$ cat src/rtl/sccb_pkg.sv
// Shared definitions for the SCCB/I2C register-write target:
// FSM state encoding, OV5640 bus address constants and ACK/NACK levels.
package sccb_pkg;

  typedef enum logic [3:0] {
    ST_IDLE,
    ST_DEV,
    ST_DEV_ACK,
    ST_AHI,
    ST_AHI_ACK,
    ST_ALO,
    ST_ALO_ACK,
    ST_DATA,
    ST_DATA_ACK,
    ST_IGNORE,
    ST_TX,
    ST_TX_ACK
  } sccb_state_t;

  localparam logic [6:0] OV5640_DEV_ADDR = 7'h3C;
  localparam logic [7:0] OV5640_WR_BYTE  = 8'h78;
  localparam logic [7:0] OV5640_RD_BYTE  = 8'h79;

  localparam logic ACK_BIT  = 1'b0;
  localparam logic NACK_BIT = 1'b1;

  // Register pointer advance; natural 16-bit wrap FFFF -> 0000.
  function automatic logic [15:0] ptr_next(input logic [15:0] ptr);
    return ptr + 16'd1;
  endfunction

endpackage

$ cat src/rtl/sccb_line_sync.sv
// Synchroniser and bus event detector for the open-drain SCL/SDA pads.
// Both lines go through SYNC_STAGES flops and one history flop. An SCL edge
// takes priority: START/STOP are only declared while SCL is stable high.
module sccb_line_sync #(
  parameter int SYNC_STAGES = 2
) (
  input  logic meg25,
  input  logic reset_n,
  input  logic scl_in,
  input  logic sda_in,
  output logic scl_rise,
  output logic scl_fall,
  output logic start_det,
  output logic stop_det,
  output logic sda_s
);

  logic [SYNC_STAGES-1:0] scl_sync;
  logic [SYNC_STAGES-1:0] sda_sync;
  logic                   scl_s;
  logic                   scl_d;
  logic                   sda_d;
  logic                   scl_edge;

  // Synchroniser chains and history flops; reset to the idle (high) bus level
  // so leaving reset does not fabricate a START.
  always_ff @(posedge meg25 or negedge reset_n) begin
    if (!reset_n) begin
      scl_sync <= '1;
      sda_sync <= '1;
      scl_d    <= 1'b1;
      sda_d    <= 1'b1;
    end else begin
      scl_sync <= {scl_sync[SYNC_STAGES-2:0], scl_in};
      sda_sync <= {sda_sync[SYNC_STAGES-2:0], sda_in};
      scl_d    <= scl_s;
      sda_d    <= sda_s;
    end
  end

  assign scl_s = scl_sync[SYNC_STAGES-1];
  assign sda_s = sda_sync[SYNC_STAGES-1];

  // Edge and bus-condition decode from the synchronised and history values.
  always_comb begin
    scl_edge  = scl_s ^ scl_d;
    scl_rise  = scl_s & ~scl_d;
    scl_fall  = ~scl_s & scl_d;
    start_det = ~scl_edge & scl_s & sda_d & ~sda_s;
    stop_det  = ~scl_edge & scl_s & ~sda_d & sda_s;
  end

endmodule

$ cat src/rtl/sccb_target.sv
// SCCB/I2C target modelling the OV5640 register-write port: decodes START/
// STOP, matches the device address, ACKs bytes and strobes 16-bit-address /
// 8-bit-data register writes with an auto-incrementing pointer.
// Optional read path enabled by defining SCCB_TARGET_READ_EN.
//
// state       | meaning
// ------------+------------------------------------------------------
// ST_IDLE     | bus free, waiting for START
// ST_DEV      | shifting device address + R/W bit
// ST_DEV_ACK  | driving ACK for the device address
// ST_AHI      | shifting register pointer high byte
// ST_AHI_ACK  | driving ACK for pointer high byte
// ST_ALO      | shifting register pointer low byte
// ST_ALO_ACK  | driving ACK for pointer low byte
// ST_DATA     | shifting a write data byte
// ST_DATA_ACK | driving ACK for data (write strobed on entry)
// ST_IGNORE   | not addressed or read ended, wait for START/STOP
// ST_TX       | shifting a read byte out (read build only)
// ST_TX_ACK   | SDA released, sampling master ACK/NACK (read build only)
module sccb_target import sccb_pkg::*; #(
  parameter logic [6:0] DEV_ADDR    = OV5640_DEV_ADDR,
  parameter int         SYNC_STAGES = 2
) (
  input  logic        meg25,
  input  logic        reset_n,
  input  logic        scl_in,
  input  logic        sda_in,
  output logic        sda_oe,
  output logic        wr_valid,
  output logic [15:0] wr_addr,
  output logic [7:0]  wr_data,
  output logic        busy,
  input  logic [7:0]  rd_data,
  output logic [15:0] rd_addr
);

  logic scl_rise;
  logic scl_fall;
  logic start_det;
  logic stop_det;
  logic sda_s;

  sccb_state_t state, state_nxt;
  logic [3:0]  bit_cnt, bit_cnt_nxt;
  logic [7:0]  shift, shift_nxt;
  logic [15:0] pointer, pointer_nxt;
  logic        sda_oe_nxt;
  logic        wr_valid_nxt;
  logic [15:0] wr_addr_nxt;
  logic [7:0]  wr_data_nxt;
  logic        busy_nxt;
  logic        rx_state;
  logic        byte_done;
  logic        addr_hit;

`ifdef SCCB_TARGET_READ_EN
  logic        rd_mode, rd_mode_nxt;
  logic [7:0]  tx_shift, tx_shift_nxt;
`endif

  sccb_line_sync #(
    .SYNC_STAGES (SYNC_STAGES)
  ) u_line_sync (
    .meg25     (meg25),
    .reset_n   (reset_n),
    .scl_in    (scl_in),
    .sda_in    (sda_in),
    .scl_rise  (scl_rise),
    .scl_fall  (scl_fall),
    .start_det (start_det),
    .stop_det  (stop_det),
    .sda_s     (sda_s)
  );

  // State and datapath registers; async reset releases SDA immediately.
  always_ff @(posedge meg25 or negedge reset_n) begin
    if (!reset_n) begin
      state    <= ST_IDLE;
      bit_cnt  <= '0;
      shift    <= '0;
      pointer  <= '0;
      sda_oe   <= 1'b0;
      wr_valid <= 1'b0;
      wr_addr  <= '0;
      wr_data  <= '0;
      busy     <= 1'b0;
`ifdef SCCB_TARGET_READ_EN
      rd_mode  <= 1'b0;
      tx_shift <= '0;
`endif
    end else begin
      state    <= state_nxt;
      bit_cnt  <= bit_cnt_nxt;
      shift    <= shift_nxt;
      pointer  <= pointer_nxt;
      sda_oe   <= sda_oe_nxt;
      wr_valid <= wr_valid_nxt;
      wr_addr  <= wr_addr_nxt;
      wr_data  <= wr_data_nxt;
      busy     <= busy_nxt;
`ifdef SCCB_TARGET_READ_EN
      rd_mode  <= rd_mode_nxt;
      tx_shift <= tx_shift_nxt;
`endif
    end
  end

  // Next-state and output decode; START/STOP override everything else.
  always_comb begin
    state_nxt    = state;
    bit_cnt_nxt  = bit_cnt;
    shift_nxt    = shift;
    pointer_nxt  = pointer;
    sda_oe_nxt   = sda_oe;
    wr_valid_nxt = 1'b0;
    wr_addr_nxt  = wr_addr;
    wr_data_nxt  = wr_data;
    busy_nxt     = busy;
`ifdef SCCB_TARGET_READ_EN
    rd_mode_nxt  = rd_mode;
    tx_shift_nxt = tx_shift;
`endif

    rx_state  = (state == ST_DEV) || (state == ST_AHI) ||
                (state == ST_ALO) || (state == ST_DATA);
    byte_done = scl_fall && (bit_cnt == 4'd8);
    addr_hit  = (shift[7:1] == DEV_ADDR);

    if (stop_det) begin
      state_nxt   = ST_IDLE;
      bit_cnt_nxt = '0;
      sda_oe_nxt  = 1'b0;
      busy_nxt    = 1'b0;
    end else if (start_det) begin
      state_nxt   = ST_DEV;
      bit_cnt_nxt = '0;
      sda_oe_nxt  = 1'b0;
    end else begin
      if (rx_state && scl_rise && (bit_cnt != 4'd8)) begin
        shift_nxt   = {shift[6:0], sda_s};
        bit_cnt_nxt = bit_cnt + 4'd1;
      end

      case (state)
        ST_DEV: begin
          if (byte_done) begin
            bit_cnt_nxt = '0;
            if (addr_hit && !shift[0]) begin
              sda_oe_nxt = 1'b1;
              busy_nxt   = 1'b1;
              state_nxt  = ST_DEV_ACK;
`ifdef SCCB_TARGET_READ_EN
              rd_mode_nxt = 1'b0;
`endif
            end
`ifdef SCCB_TARGET_READ_EN
            else if (addr_hit) begin
              sda_oe_nxt  = 1'b1;
              busy_nxt    = 1'b1;
              rd_mode_nxt = 1'b1;
              state_nxt   = ST_DEV_ACK;
            end
`endif
            else begin
              busy_nxt  = 1'b0;
              state_nxt = ST_IGNORE;
            end
          end
        end

        ST_DEV_ACK: begin
          if (scl_fall) begin
            sda_oe_nxt = 1'b0;
            state_nxt  = ST_AHI;
`ifdef SCCB_TARGET_READ_EN
            if (rd_mode) begin
              tx_shift_nxt = rd_data;
              sda_oe_nxt   = ~rd_data[7];
              bit_cnt_nxt  = 4'd1;
              state_nxt    = ST_TX;
            end
`endif
          end
        end

        ST_AHI: begin
          if (byte_done) begin
            pointer_nxt[15:8] = shift;
            sda_oe_nxt        = 1'b1;
            bit_cnt_nxt       = '0;
            state_nxt         = ST_AHI_ACK;
          end
        end

        ST_AHI_ACK: begin
          if (scl_fall) begin
            sda_oe_nxt = 1'b0;
            state_nxt  = ST_ALO;
          end
        end

        ST_ALO: begin
          if (byte_done) begin
            pointer_nxt[7:0] = shift;
            sda_oe_nxt       = 1'b1;
            bit_cnt_nxt      = '0;
            state_nxt        = ST_ALO_ACK;
          end
        end

        ST_ALO_ACK: begin
          if (scl_fall) begin
            sda_oe_nxt = 1'b0;
            state_nxt  = ST_DATA;
          end
        end

        ST_DATA: begin
          if (byte_done) begin
            sda_oe_nxt   = 1'b1;
            wr_valid_nxt = 1'b1;
            wr_addr_nxt  = pointer;
            wr_data_nxt  = shift;
            pointer_nxt  = ptr_next(pointer);
            bit_cnt_nxt  = '0;
            state_nxt    = ST_DATA_ACK;
          end
        end

        ST_DATA_ACK: begin
          if (scl_fall) begin
            sda_oe_nxt = 1'b0;
            state_nxt  = ST_DATA;
          end
        end

`ifdef SCCB_TARGET_READ_EN
        ST_TX: begin
          if (scl_fall) begin
            if (bit_cnt == 4'd8) begin
              sda_oe_nxt  = 1'b0;
              bit_cnt_nxt = '0;
              state_nxt   = ST_TX_ACK;
            end else begin
              tx_shift_nxt = {tx_shift[6:0], 1'b0};
              sda_oe_nxt   = ~tx_shift[6];
              bit_cnt_nxt  = bit_cnt + 4'd1;
            end
          end
        end

        // Pointer advances on the ACK rise so rd_data for the next byte is
        // already valid when it is loaded on the following fall.
        ST_TX_ACK: begin
          if (scl_rise) begin
            if (sda_s == ACK_BIT) begin
              pointer_nxt = ptr_next(pointer);
            end else begin
              state_nxt = ST_IGNORE;
            end
          end else if (scl_fall) begin
            tx_shift_nxt = rd_data;
            sda_oe_nxt   = ~rd_data[7];
            bit_cnt_nxt  = 4'd1;
            state_nxt    = ST_TX;
          end
        end
`endif

        default: ;
      endcase
    end
  end

`ifdef SCCB_TARGET_READ_EN
  assign rd_addr = pointer;
`else
  logic unused_rd_data;
  assign unused_rd_data = ^rd_data;
  assign rd_addr        = '0;
`endif

endmodule

$ cat config.mk
export PLATFORM = sky130hd
export DESIGN_NAME = sccb_target
export DESIGN_NICKNAME = d
export VERILOG_FILES = /design/src/rtl/sccb_pkg.sv /design/src/rtl/sccb_line_sync.sv /design/src/rtl/sccb_target.sv
export SDC_FILE = /design/constraint.sdc
export NUM_CORES = 1
export LEC_CHECK = 0
export BUFFER_PORTS_ARGS = -buffer_cell sky130_fd_sc_hd__buf_2
export CAP_MARGIN = 15
export CORE_MARGIN = 10
export CORE_UTILIZATION = 41
export CTS_CLUSTER_DIAMETER = 120
export CTS_CLUSTER_SIZE = 16
export DETAILED_ROUTE_END_ITERATION = 8
export HOLD_SLACK_MARGIN = 0.15
export SYNTH_ARGS = -nofsm -noshare
export SYNTH_HDL_FRONTEND = slang
export SYNTH_SLANG_ARGS = --single-unit
$ cat constraint.sdc
create_clock -name meg25 -period 3.8 [get_ports meg25]
set_clock_uncertainty 0.1 [all_clocks]
set_input_delay 0.76 -clock meg25 [delete_from_list [all_inputs] [get_ports meg25]]
set_output_delay 0.76 -clock meg25 [all_outputs]
set_load 0.02 [all_outputs]
**Word level (Yosys, flattened, before mapping)**

Cells that the tools add are included.

- Flip-flop bits (word level): 65
- Bits of input ports: 12
- Output and inout port bits: 43
- Logic and storage cells: 117

- $add $sub $neg: 2
- Equal/unequal tests: 25
- Multiplexer cells: 36
- Bitwise logic cells: 15
- Reductions and logical operators: 25

Operator list:

| operator | number |
|---|---|
| 4-bit two-way mux | 15 |
| 8-bit case mux with 2 select lines | 2 |
| 4-bit inequality test (second input constant) | 7 |
| 4-bit case mux with 7 select lines | 1 |
| 16-bit by 1-bit adder with 16-bit output (second input constant) | 1 |
| 4-bit by 3-bit equality test with 1-bit output (second input constant) | 4 |
| 16-bit two-way mux | 1 |
| 1-bit two-way mux | 15 |
| 5-bit AND reduction | 3 |
| 4-bit by 1-bit inequality test with 1-bit output (second input constant) | 3 |
| 9-bit nonzero test | 1 |
| 4-bit by 2-bit equality test with 1-bit output (second input constant) | 2 |
| 4-bit equality test (second input constant) | 2 |
| 8-bit two-way mux | 1 |
| 8-bit AND reduction | 1 |
| 2-bit nonzero test | 4 |
| 4-bit OR reduction | 2 |
| 1-bit AND | 7 |
| 7-bit by 6-bit equality test with 1-bit output (second input constant) | 1 |
| 1-bit inverter | 7 |
| 2-bit inequality test (second input constant) | 3 |
| 3-bit AND reduction | 2 |
| 5-bit nonzero test | 1 |
| 4-bit by 1-bit adder with 4-bit output (second input constant) | 1 |
| 11 further kinds | 16 |

**Logic depth before layout (Yosys ltp)**

Gate-level depths: netlist of the first run.

- Depth after elaboration: 11
- Gate-level depth with buffers: 7
- Depth with buffers taken out: 6

**Modules after synthesis**

From an unflattened synthesis of the first run, not the netlist that was laid out.

- Cell total of the unflattened synthesis: 305
- Area, all modules: 3313.2 um2

By module, submodules not included:

| module | instances | cells an instance | area an instance (um2) | seq. area each (um2) |
|---|---|---|---|---|
| sccb_target | 1 | 295 | 3123.0 | 1476.4 |
| sccb_line_sync | 1 | 10 | 190.2 | 157.7 |

**Worst setup path after synthesis of the first run**

Ideal clock, no wire load.

- Path kind: register -> register
- From: register bit_cnt[0]
- To: register wr_addr[0]
- Setup time: 0.125 ns
- Arrival: 1.806 ns
- Data required time: 3.575 ns
- Path slack: 1.769 ns
- Cell stages (with the launch flop): 8
- Path buffers: 1
- Clock period less this slack: 2.031 ns
- Path through: dfrtp_1 inv_1 ha_1 nand3b_4 nor4_4 nand2_4 buf_6 mux2_4

- Word-level cells in the longest chain between the ends: 3

Ends and longest elaborated chain:

| what | line | source |
|---|---|---|
| start: declaration | sccb_target.sv:44 | `logic [3:0] bit_cnt, bit_cnt_nxt;` |
| start signal: assignment | sccb_target.sv:93 | `bit_cnt <= bit_cnt_nxt;` |
| 4-bit equality test | sccb_target.sv:126 | `byte_done = scl_fall && (bit_cnt == 4'd8);` |
| 1-bit logical AND | sccb_target.sv:126 |  |
| 4-bit AND reduction (no source line) | - |  |
| end signal: assignment | sccb_target.sv:98 | `wr_addr <= wr_addr_nxt;` |
| end: declaration | sccb_target.sv:30 | `output logic [15:0] wr_addr,` |

Every way passes these cells.
A chain may end at the register's enable or synchronous reset.

**Worst setup path in the final report of the first run**

- From: register state[2]
- To: register wr_data[5]

- Word-level cells in the longest chain between the ends: 2

Ends and longest elaborated chain:

| what | line | source |
|---|---|---|
| start: declaration | sccb_target.sv:43 | `sccb_state_t state, state_nxt;` |
| start signal: assignment | sccb_target.sv:92 | `state <= state_nxt;` |
| 4-bit by 3-bit equality test with 1-bit output | sccb_target.sv:144 | `case (state)` |
| 4-bit AND reduction (no source line) | - |  |
| end signal: assignment | sccb_target.sv:99 | `wr_data <= wr_data_nxt;` |
| end: declaration | sccb_target.sv:31 | `output logic [7:0] wr_data,` |

Every way passes these cells.

==> impl_metrics.json, run 1 <==
{
  "status": "completed",
  "antenna_left": 0,
  "synth_flop_cell": "dfrtp_1",
  "setup_ws_ns": 1.34,
  "rsz0062_at_grt": "false",
  "cts_tree": "yes",
  "max-vdd-ir-drop_v": 0.000276,
  "routedWlPerCell_um": 16.3,
  "fmax_mhz": 407,
  "path_class": "reg -> reg",
  "io_pins": 55,
  "synth_edf_count": 0,
  "cts_buffer_depth": 2,
  "fin_nets": 339,
  "crit_path_end_kind": "register",
  "die-area_mm2": 0.0122,
  "dpl.hpwl_um": 4890,
  "slew_viol_final": 0,
  "route.detailed.drc": 0,
  "slew_headroom_pct": 47.2,
  "worstPathRequired_ns": 3.93,
  "vias_per_cell": 5.36,
  "cp_data_arrival_time_ns": 2.58,
  "clk_latency_ns": 0.34,
  "crit_path_start_kind": "register",
  "min_period_ns": 2.46,
  "ys_seq_area_share_pct": 48.7,
  "fin_crit_sh_pct": 64.7,
  "first_iter_violations": 162,
  "tightestPinTransition_ns": 0.791,
  "crit_path_cell_trace": "inv_1, nor4_4, nand2_4, mux2_4",
  "routed_wl_um": 7010,
  "syn_area_mm2": 0.00335,
  "path_clk_slew_ns": 0.07,
  "yosysWarnings": 0,
  "grt_max_degree": 66,
  "syn_area_per_cell_um2": 11.2,
  "hold_slack_ns": 0.255,
  "overflow": 0,
  "synthToLayoutAreaGrowth_pct": 11.3,
  "ys_seq_elements": 65,
  "grt_antenna_before_repair": 0,
  "syn_inst": 298,
  "grt_first_pass_wirelength_um": 12200,
  "synth_top_family_by_area": "simple AND/OR/NAND/NOR gates",
  "yosys.area_share.simple_pct": 16.6,
  "synth_compound_gate_area_share_pct": 11.1,
  "final-hold-violation-count": 0,
  "grt.total_usage_pct": 11.8,
  "slowest_delay_ns": 0.65,
  "synth.area.mux_share_pct": 14.4,
  "hold_class": "reg -> reg",
  "diodes": 0,
  "portBuffers": 30,
  "drv.max_cap_violation_count": 0,
  "finalSetupViolCount": 0,
  "fp.dieH_um": 110,
  "gp_congestion": 0.773,
  "cp_num_buf_inv": 1,
  "clockRootBuffer": "clkbuf_8",
  "ys_types": 56,
  "setup_tns_ns": 0,
  "drt_first_pass_iters": 4,
  "die_w_um": 110,
  "critPathTopFamily": "simple AND/OR/NAND/NOR gates",
  "slowest_stage": "dfrtp_1",
  "core_area_mm2": 0.00785,
  "total_power_mw": 2.09,
  "async_reset_ff_share_pct": 100,
  "synth_xor_area_share_pct": 1.05,
  "rows": 32,
  "power.leakage_nw": 1.88,
  "htreeDepth": 3,
  "drive_above_1_share_pct": 28.6,
  "initial_utilization_pct": 42.7,
  "synth-adder-area-share_pct": 1.12,
  "power.density_mw_per_mm2": 559,
  "place_ws_ns": 1.35,
  "post_cts.repair.setup_buffers": 0,
  "cts_hold_buf": 0,
  "numCtsBuffers": 9,
  "worstPathMaxFanout": 25,
  "grt_pass1_vias": 2315,
  "route.vias.total": 2309,
  "clkSinkCount": 65,
  "post_cts_resized": 0
}
-- placed cells by master, fill, tap and decap left out, drive strengths merged, types with 4 or more instances in the layout --
cell type   n
dfrtp      59
buf        31
mux2i       4
mux2       33
nand3      12
nor2       16
a2bb2oi     4
dfstp       6
o21ai      17
nand4       7
a21oi      15
inv         7
clkbuf     12
a31oi       4
nand2      16
conb       16
nor3        4
or4         4
and3        5
nand2b      5
-- power breakdown --
part	leakage [nW]	internal [mW]	total, mW	switching (mW)
logic	0.892	0.194	0.449	0.255
registers	0.861	0.779	0.953	0.173
clock network	0.123	0.423	0.685	0.262
total	1.88	1.40	2.09	0.690
-- metal layers --
metal / wire [um] / vias up / GRT usage [%]
met1: 3320 / 1118 / 15.5
li1: - / 1110 / -
met3: 347 / 11 / 4.11
met4: 109 / 0 / 3.45
met2: 3240 / 70 / 17.7
met5: 0 / - / 0
-- path summary, 6_finish.rpt --
| path | start | to | slack [ns] | depth (start not counted) |
|---|---|---|---|---|
| max in group asynchronous | reset_n | state[2] | 2.59 | 2 |
| min | u_line_sync.scl_sync[0] | u_line_sync.scl_sync[1] | 0.26 | 0 |
| min in group asynchronous | reset_n | wr_data[6] | 0.49 | 2 |
| min reg2reg | u_line_sync.scl_sync[0] | u_line_sync.scl_sync[1] | 0.26 | 0 |
| max reg2reg | state[2] | wr_data[5] | 1.34 | 4 |
| max | state[2] | wr_data[5] | 1.34 | 4 |
-- final cells by class --
| class | count | area [um^2] |
|---|---|---|
| sequential | 65 | 1630 |
| clock inverter | 4 | 73.8 |
| tap | 102 | 128 |
| clock buffer | 12 | 165 |
| fill | 740 | 4120 |
| multi-input combinational | 210 | 1550 |
| inverter | 7 | 26.3 |
| timing repair buffer | 31 | 158 |
-- cell families (layout without fill, tap and decap cells) --
logic type,count (synthesis),after routing
adder cells (fa/ha/maj),3,3
flip-flops,65,65
AO/OA/AOI/OAI,59,59
other,1,16
buffers and inverters,38,54
multiplexers,37,37
AND/OR/NAND/NOR,91,91
XOR/XNOR,4,4
-- cells in the mapped netlist, types with 4 or more instances --
cell type  instances  area share [%]
inv_1              7            0.78
mux2i_1            4             1.2
nand2b_1           5            0.93
nor2_1            16             1.8
nand2_1           15             1.7
mux2_4            19             8.5
a2bb2oi_1          4             1.0
dfrtp_1           59              44
nand3_1           12             1.8
dfstp_2            6             4.7
or4_1              4            0.90
buf_4             16             3.6
clkbuf_1           9             1.0
nand4_1            7             1.3
a31oi_1            4            0.75
a21oi_1           15             2.2
mux2_2            14             4.7
o21ai_0           17             2.5
and3_1             5            0.93
-- flip-flops by register name, summed over array words and instances, names as in the netlist, 2 cells and up --
signal	cells
shift	8
u_line_sync.scl_sync	2
wr_data	8
u_line_sync.sda_sync	2
pointer	16
bit_cnt	4
wr_addr	16
state	4
-- worst register-to-register path: cells and delay by family, from the launching register on --
family / cells / cell delay (ns)
DFF: 1 / 0.65
muxes: 1 / 0.41
buffers and inverters: 1 / 0.18
and+or+nand+nor: 2 / 1.01
-- per-stage QoR --
| step | utilization, % | instances | instance area [um^2] |
|---|---|---|---|
| final | 47.5 | 431 | 3730 |
| after detailed placement | 44.5 | 415 | 3490 |
| after CTS | 47.5 | 431 | 3730 |
| after global routing | 47.5 | 431 | 3730 |
| after floorplan | - | 313 | 3410 |
| after global placement | 44.5 | 415 | 3490 |
No activity file was read; power rests on OpenSTA's default activity.
==> run 2, diff against run 1 <==
clock period = 2.53 ns   (was 3.8 ns; I/O delays follow)
==> run 2 against run 1 <==
Core utilization rose by 0.30 points. Non-clock buffer count increased by 7. Register-to-register slack worse by 1.0 ns. Combinational power up 60%. Via count is 1.9% higher. Sequential share of layout area fell by 0.28 points. Fmax grew 12%. Critical path type unchanged. Highest routed layer unchanged.
==> impl_metrics.json, run 2 (synthesized netlist as in run 1, its figures left out) <==
{
  "clkSinkCount": 65,
  "initial_utilization_pct": 42.7,
  "min_period_ns": 2.20,
  "clk_latency_ns": 0.35,
  "io_pins": 55,
  "ff2ff_setup_slack_ns": 0.33,
  "grt_antenna_before_repair": 0,
  "drive_above_1_share_pct": 29.2,
  "status": "completed",
  "place_ws_ns": 0.340,
  "tightestPinTransition_ns": 0.649,
  "grt.total_usage_pct": 12.1,
  "vias_per_cell": 5.37,
  "power.leakage_nw": 1.88,
  "gp_congestion": 0.810,
  "portBuffers": 30,
  "htreeDepth": 3,
  "clockRootBuffer": "clkbuf_8",
  "post_cts_resized": 0,
  "fmax_mhz": 454,
  "hold_depth": 0,
  "hold_class": "reg -> reg",
  "finalSetupViolCount": 0,
  "power.density_mw_per_mm2": 791,
  "crit_path_end_kind": "register",
  "grt_pass1_vias": 2399,
  "total_power_mw": 2.97,
  "rows": 32,
  "top_regs": "pointer: 16 flops, wr_addr: 16 flops",
  "path_class": "reg -> reg",
  "core_area_mm2": 0.00785,
  "drt_first_pass_iters": 4,
  "hold_path_end": "u_line_sync.sda_sync[1]",
  "worstPathMaxFanout": 25,
  "crit_path_start_kind": "register",
  "rr_startpoint": "state[2]",
  "routed_wl_um": 7090,
  "min-delay-start": "u_line_sync.sda_sync[0]",
  "antenna_left": 0,
  "cts_tree": "yes",
  "final_common_cell": "dfrtp_1",
  "cts_buffer_depth": 2,
  "die_w_um": 110,
  "slew_headroom_pct": 56.5,
  "route.vias.total": 2354,
  "hold_slack_ns": 0.257,
  "fp.dieH_um": 110,
  "grt_max_degree": 66,
  "worstPathRequired_ns": 2.66,
  "die-area_mm2": 0.0122,
  "rsz0062_at_grt": "false",
  "mostFrequentLayoutCells": "dfrtp_1, buf_2, mux2_4",
  "synthToLayoutAreaGrowth_pct": 12.0,
  "setup_ws_ns": 0.328,
  "fin_crit_sh_pct": 87.0,
  "grt_first_pass_wirelength_um": 12300,
  "routedWlPerCell_um": 16.2,
  "max-vdd-ir-drop_v": 0.000419,
  "worstReg2RegEnd": "wr_addr[13]",
  "setup_tns_ns": 0,
  "numCtsBuffers": 9,
  "path_clk_slew_ns": 0.08,
  "route.detailed.drc": 0,
  "overflow": 0,
  "slew_viol_final": 0,
  "cp_data_arrival_time_ns": 2.33,
  "drv.max_cap_violation_count": 0,
  "diodes": 0,
  "dpl.hpwl_um": 5020,
  "first_iter_violations": 83,
  "r2r_cells": 4,
  "final-hold-violation-count": 0,
  "fin_nets": 346
}
-- run 2: changes by cell type in the layout (fill, tap and decap cells not counted), sizes merged --
cell | before | now
clkbuf | 12 | 11
dlygate4sd3 | 0 | 3
bufinv | 2 | 0
clkinvlp | 0 | 4
buf | 31 | 35
inv | 7 | 8
clkinv | 2 | 0
-- run 2: where the power goes --
group          internal (mW)  switching (mW)
sequential              1.17           0.257
combinational          0.317           0.401
clock                  0.411           0.411
total                   1.90            1.07
-- run 2: how the worst max path moves through the flow --
stage | start | to | slack (ns) | cells past startpoint
2_1_floorplan | bit_cnt[0] | wr_addr[0] | 0.50 | 7
3_3_place_gp | state[2] | wr_addr[13] | 0.39 | 4
3_5_place_dp | state[2] | wr_data[2] | 0.34 | 4
4_1_cts | state[2] | wr_addr[13] | 0.32 | 4
5_1_grt | state[2] | wr_addr[10] | 0.20 | 4
6_report | state[2] | wr_addr[13] | 0.33 | 4
-- run 2: layout make-up --
| cell class | count | area (um^2) |
|---|---|---|
| multi-input cells | 210 | 1550 |
| clock buffers | 11 | 151 |
| inverters | 7 | 26.3 |
| repair buffers | 38 | 230 |
| fillers | 746 | 4090 |
| well taps | 102 | 128 |
| flip-flops and latches | 65 | 1630 |
| clock inverters | 5 | 38.8 |
-- run 2: through the flow --
| step | instances | util (%) | cell area [um^2] |
|---|---|---|---|
| 6_report | 438 | 47.8 | 3750 |
| 5_1_grt | 438 | 47.8 | 3750 |
| 4_1_cts | 438 | 47.8 | 3750 |
| 3_5_place_dp | 419 | 45.0 | 3530 |
| 3_3_place_gp | 419 | 45.0 | 3530 |
| 2_1_floorplan | 313 | - | 3410 |
-- run 2: repair_timing --
item                                   4_1_cts  5_1_grt
hold buffers                                 3        0
endpoints found under the hold margin       61        0
setup buffers                                0        0
-- run 2: critical path: stages (launching register included) --
cell     delay (ns)
dfrtp_1        0.68
inv_1          0.19
nor4_4         0.39
nand2_4        0.31
mux2_4         0.39
-- run 2: layer usage --
layer  track usage [%]  wire, um  up-vias
met5                 0         0        -
met4              5.79       182        0
met3              3.94       337       14
met2              18.5      3270       64
met1              15.1      3310     1146
li1                  -         -     1130
